### src/rtl/outputcond.sv
// Output conditioner: stretches single-cycle event pulses into fixed-length LED blinks,
// queueing events that arrive mid-blink. Define OUTCOND_OVERFLOW_EN to add a sticky drop flag.
module outputcond #(
  parameter int ON_CYCLES   = 4,
  parameter int OFF_CYCLES  = 2,
  parameter int QUEUE_DEPTH = 3
) (
  input  logic                               clock,
  input  logic                               resetn,
  input  logic                               pulse,
  output logic                               led,
  output logic                               busy,
  output logic [$clog2(QUEUE_DEPTH+1)-1:0]   pending
`ifdef OUTCOND_OVERFLOW_EN
  ,
  output logic                               overflow
`endif
);

  localparam int MAXC = (ON_CYCLES > OFF_CYCLES) ? ON_CYCLES : OFF_CYCLES;
  localparam int TW   = (MAXC > 1) ? $clog2(MAXC) : 1;
  localparam int PW   = $clog2(QUEUE_DEPTH + 1);

  localparam logic [TW-1:0] ON_LOAD  = TW'(ON_CYCLES - 1);
  localparam logic [TW-1:0] OFF_LOAD = TW'(OFF_CYCLES - 1);
  localparam logic [TW-1:0] T_ONE    = TW'(1);
  localparam logic [PW-1:0] P_ONE    = PW'(1);
  localparam logic [PW-1:0] P_FULL   = PW'(QUEUE_DEPTH);

  typedef enum logic [1:0] {
    ST_IDLE = 2'd0,
    ST_ON   = 2'd1,
    ST_OFF  = 2'd2
  } state_t;

  state_t          state_q, state_d;
  logic [TW-1:0]   timer_q, timer_d;
  logic            led_q, led_d;
  logic            busy_q, busy_d;
  logic [PW-1:0]   pending_q, pending_d;
  logic            start;

  // A blink starts from IDLE on a pulse, or at the end of OFF whenever there is demand.
  always_comb begin
    state_d = state_q;
    timer_d = timer_q;
    led_d   = led_q;
    start   = 1'b0;
    unique case (state_q)
      ST_IDLE: begin
        if (pulse) begin
          start = 1'b1;
        end
      end
      ST_ON: begin
        if (timer_q == '0) begin
          state_d = ST_OFF;
          timer_d = OFF_LOAD;
          led_d   = 1'b0;
        end else begin
          timer_d = timer_q - T_ONE;
        end
      end
      ST_OFF: begin
        if (timer_q == '0) begin
          if (pulse || (pending_q != '0)) begin
            start = 1'b1;
          end else begin
            state_d = ST_IDLE;
          end
        end else begin
          timer_d = timer_q - T_ONE;
        end
      end
      default: begin
        state_d = ST_IDLE;
        timer_d = '0;
        led_d   = 1'b0;
      end
    endcase
    if (start) begin
      state_d = ST_ON;
      timer_d = ON_LOAD;
      led_d   = 1'b1;
    end
    busy_d = (state_d != ST_IDLE);
  end

  // A start eats a queued event first, so a same-edge pulse replaces it in the queue.
  always_comb begin
    pending_d = pending_q;
    if (start) begin
      if ((pending_q != '0) && !pulse) begin
        pending_d = pending_q - P_ONE;
      end
    end else if (pulse && (state_q != ST_IDLE) && (pending_q != P_FULL)) begin
      pending_d = pending_q + P_ONE;
    end
  end

  always_ff @(posedge clock or negedge resetn) begin
    if (!resetn) begin
      state_q   <= ST_IDLE;
      timer_q   <= '0;
      led_q     <= 1'b0;
      busy_q    <= 1'b0;
      pending_q <= '0;
    end else begin
      state_q   <= state_d;
      timer_q   <= timer_d;
      led_q     <= led_d;
      busy_q    <= busy_d;
      pending_q <= pending_d;
    end
  end

`ifdef OUTCOND_OVERFLOW_EN
  logic drop;
  logic overflow_q;

  assign drop = pulse && !start && (state_q != ST_IDLE) && (pending_q == P_FULL);

  always_ff @(posedge clock or negedge resetn) begin
    if (!resetn) begin
      overflow_q <= 1'b0;
    end else if (drop) begin
      overflow_q <= 1'b1;
    end
  end

  assign overflow = overflow_q;
`endif

  assign led     = led_q;
  assign busy    = busy_q;
  assign pending = pending_q;

endmodule
### config.mk
export PLATFORM = sky130hd
export DESIGN_NAME = outputcond
export DESIGN_NICKNAME = d
export VERILOG_FILES = /design/src/rtl/outputcond.sv
export SDC_FILE = /design/constraint.sdc
export NUM_CORES = 1
export LEC_CHECK = 0
export ABC_CLOCK_PERIOD_IN_PS = 2420
export BUFFER_PORTS_ARGS = -buffer_cell sky130_fd_sc_hd__clkbuf_2
export CAP_MARGIN = 25
export CORE_MARGIN = 2
export CORE_UTILIZATION = 38
export DETAILED_ROUTE_END_ITERATION = 12
export PLACE_DENSITY_LB_ADDON = 0.2
export SLEW_MARGIN = 20
export SYNTH_ARGS = -nofsm -noshare
export SYNTH_HDL_FRONTEND = slang
export SYNTH_SLANG_ARGS = --single-unit
### constraint.sdc
create_clock -name clock -period 2.42 [get_ports clock]
set_clock_uncertainty 0.05 [all_clocks]
set_input_delay 0.484 -clock clock [delete_from_list [all_inputs] [get_ports clock]]
set_output_delay 0.484 -clock clock [all_outputs]
set_load 0.03 [all_outputs]
==> impl_metrics.csv <==
group,metric,value,unit
floorplan,start_util,0.407,
floorplan,design.die.area,1730,µm²
cts,cts_tree,"built",
final_layout,antenna_cells_inserted,0,
power_and_ir_drop,switching_share,0.443,
floorplan,fp.dieH,41.6,µm
drt,dr.pass1.iters,4,
global_route,antenna_found_initial,0,
drt,via_per_inst,5.24,
final_layout,drive_gt1_frac,0.215,
final_layout,design_area,604,µm²
sta,min_period_over_period,0.786,
worst_setup_path,crit_arrival,1990,ps
power_and_ir_drop,intPower,413,µW
power_and_ir_drop,peakVddDrop,477,µV
drt,wirelength,970,µm
yosys,syn_inst,56,
sta,fmax,526,MHz
cts,ctsResizeCount,0,
power_and_ir_drop,p_seq_frac,0.312,
cts,clock_path_buffers,2,
place,numPortBuffers,6,
drt,routedWlPerCell,12.1,µm
global_route,grt_pass1_wl,1.47,mm
sta,period_needed,1900,ps
worst_setup_path,crit_path_end_kind,"flip-flop",
sta,setup_viol,0,
cts,numCtsBuffers,3,
global_route,grt_pass1_vias,346,
sta,hold_violations,0,
power_and_ir_drop,pwr-share-clk,0.145,
final_layout,layout_common_cells,"inv_1, dfrtp_1, o21ai_0",
power_and_ir_drop,comb_power_share,0.543,
global_route,grt.total_usage,0.115,
power_and_ir_drop,p_switching,328,µW
floorplan,row_count,13,
cts,path_clk_slew,60,ps
cts,cts_hold_buf,0,
worst_setup_path,crit_type,"flip-flop to flip-flop",
cts,cts.sinks,8,
yosys,synth-seq-cells,8,
yosys,synth_warnings,0,
worst_setup_path,cp_max_fo,6,
floorplan,io_pins,7,
sta,slew_viol_final,0,
global_route,grt_max_degree,10,
yosys,ys_types,23,
cts,cts.htree.levels,1,
cts,cts-root-buf,"clkbuf_4",
yosys,synth_area,537,µm²
floorplan,core_area,1320,µm²
yosys,syn_area_per_cell,9.59,µm²
global_route,grt_overflow,0,
worst_setup_path,start_kind,"flip-flop",
final_layout,areaGrowthSynthToFinish,12.6,%
run,maxCapViolations,0,
floorplan,fp.dieW,41.6,µm
sta,tightest_slew,293,ps
power_and_ir_drop,p_per_area,1230,nW/µm²
place,place_area,582,µm²
drt,ant_nets,0,
yosys,syn-num-nets,65,
place,place_hpwl,722,µm
status,status,"finished, final reports clean",
worst_hold_path,hold_class,"input port to async pin",
yosys,seq_area_frac_synth,0.373,
sta,grt_setup_unrepaired,"no",
final_layout,final_nets,76,
place,gp_congestion,0.788,
power_and_ir_drop,leakagePower,0.000263,µW
cts,clk-insertion-delay-late,260,ps
sta,timing.slew.headroom,0.805,
drt,vias,419,
sta,fin_setup_tns,0,ps
worst_setup_path,cp.required,2510,ps
cts,post_cts_buffers,0,
drt,drc,0,
drt,drt-initial-drc-count,7,
power by group through the flow:
| stage | registers [µW] | clock network [µW] | logic, µW |
|---|---|---|---|
| final | 231 | 107 | 403 |
| after CTS | 232 | 109 | 407 |
| after global routing | 238 | 115 | 448 |
| after floorplan | 268 | 0 | 271 |
| after detailed placement | 234 | 0 | 405 |
| after global placement | 233 | 0 | 405 |
worst max-delay path: stages (launching register included):
cell and delay (ps):
dfrtp_1 430, inv_1 70, ha_1 240, or4b_4 490
a221oi_2 270, o31ai_2 90, nand2b_1 140
registers in the layout, indices dropped and copies added (netlist names):
register,cells
busy,1
pending,2
state_q,2
timer_q,2
led,1
synth_stat cells:
cell / count / area (µm²)
dfrtp_1: 8 / 200
inv_1: 8 / 30.0
o21ai_0: 7 / 35.0
ha_1: 6 / 75.1
a21oi_1: 5 / 25.0
a211oi_1: 3 / 22.5
nand2_1: 3 / 11.3
a221oi_2: 1 / 15.0
and3_1: 1 / 6.26
buf_6: 1 / 11.3
nand2b_1: 1 / 6.26
nand3_1: 1 / 5.00
nand3b_1: 1 / 7.51
nor2_1: 1 / 3.75
nor2b_1: 1 / 6.26
nor3b_1: 1 / 7.51
nor4b_1: 1 / 8.76
nor4bb_1: 1 / 10.0
o211ai_1: 1 / 7.51
o22a_2: 1 / 10.0
o31ai_2: 1 / 12.5
or3_1: 1 / 6.26
or4b_4: 1 / 13.8
per-stage QoR:
stage / util / instances / power (µW) / hold slack [ps] / setup WS [ps]
finish: 0.459 / 80 / 741 / 4.82 / 517
global route: 0.459 / 80 / 801 / 28.8 / 412
CTS: 0.459 / 80 / 748 / 13.8 / 509
detailed placement: 0.442 / 77 / 639 / 298 / 536
global placement: 0.442 / 77 / 638 / 297 / 560
floorplan: - / 56 / 539 / 138 / 641
final cells by class:
type,instances,area [µm²]
Clock buffer,3,22.5
Fill cell,123,713
Inverter,8,30.0
Multi-Input combinational cell,39,295
Sequential cell,8,200
Tap cell,15,18.8
Timing Repair Buffer,7,37.5
logic make-up after synthesis:
family,after synthesis,share of synthesized area
AO/OA/AOI/OAI,19,0.238
AND/OR/NAND/NOR,14,0.173
buffers and inverters,9,0.0769
flip-flops,8,0.373
adder cells (fa/ha/maj),6,0.140
routing by layer:
layer  up-vias  GRT usage  share of wire
met5         -          0              0
met4         0     0.0581          0.013
met3         4     0.0522          0.062
met2        13      0.147           0.40
met1       181      0.160           0.52
li1        221          -              -
path summary, 6_finish.rpt:
path,start,endpoint,slack [ps],depth (start not counted)
max,timer_q[0]$_DFFE_PN0P_,busy$_DFF_PN0_,520,6
max in group asynchronous,resetn,pending[1]$_DFFE_PN0P_,2130,1
min reg2reg,led$_DFFE_PN0P_,led$_DFFE_PN0P_,490,2
min in group clock,pulse,pending[0]$_DFFE_PN0P_,390,2
max reg2reg,timer_q[0]$_DFFE_PN0P_,busy$_DFF_PN0_,520,6
min,resetn,state_q[0]$_DFF_PN0_,5,1
(Power assumes the default switching activity.)
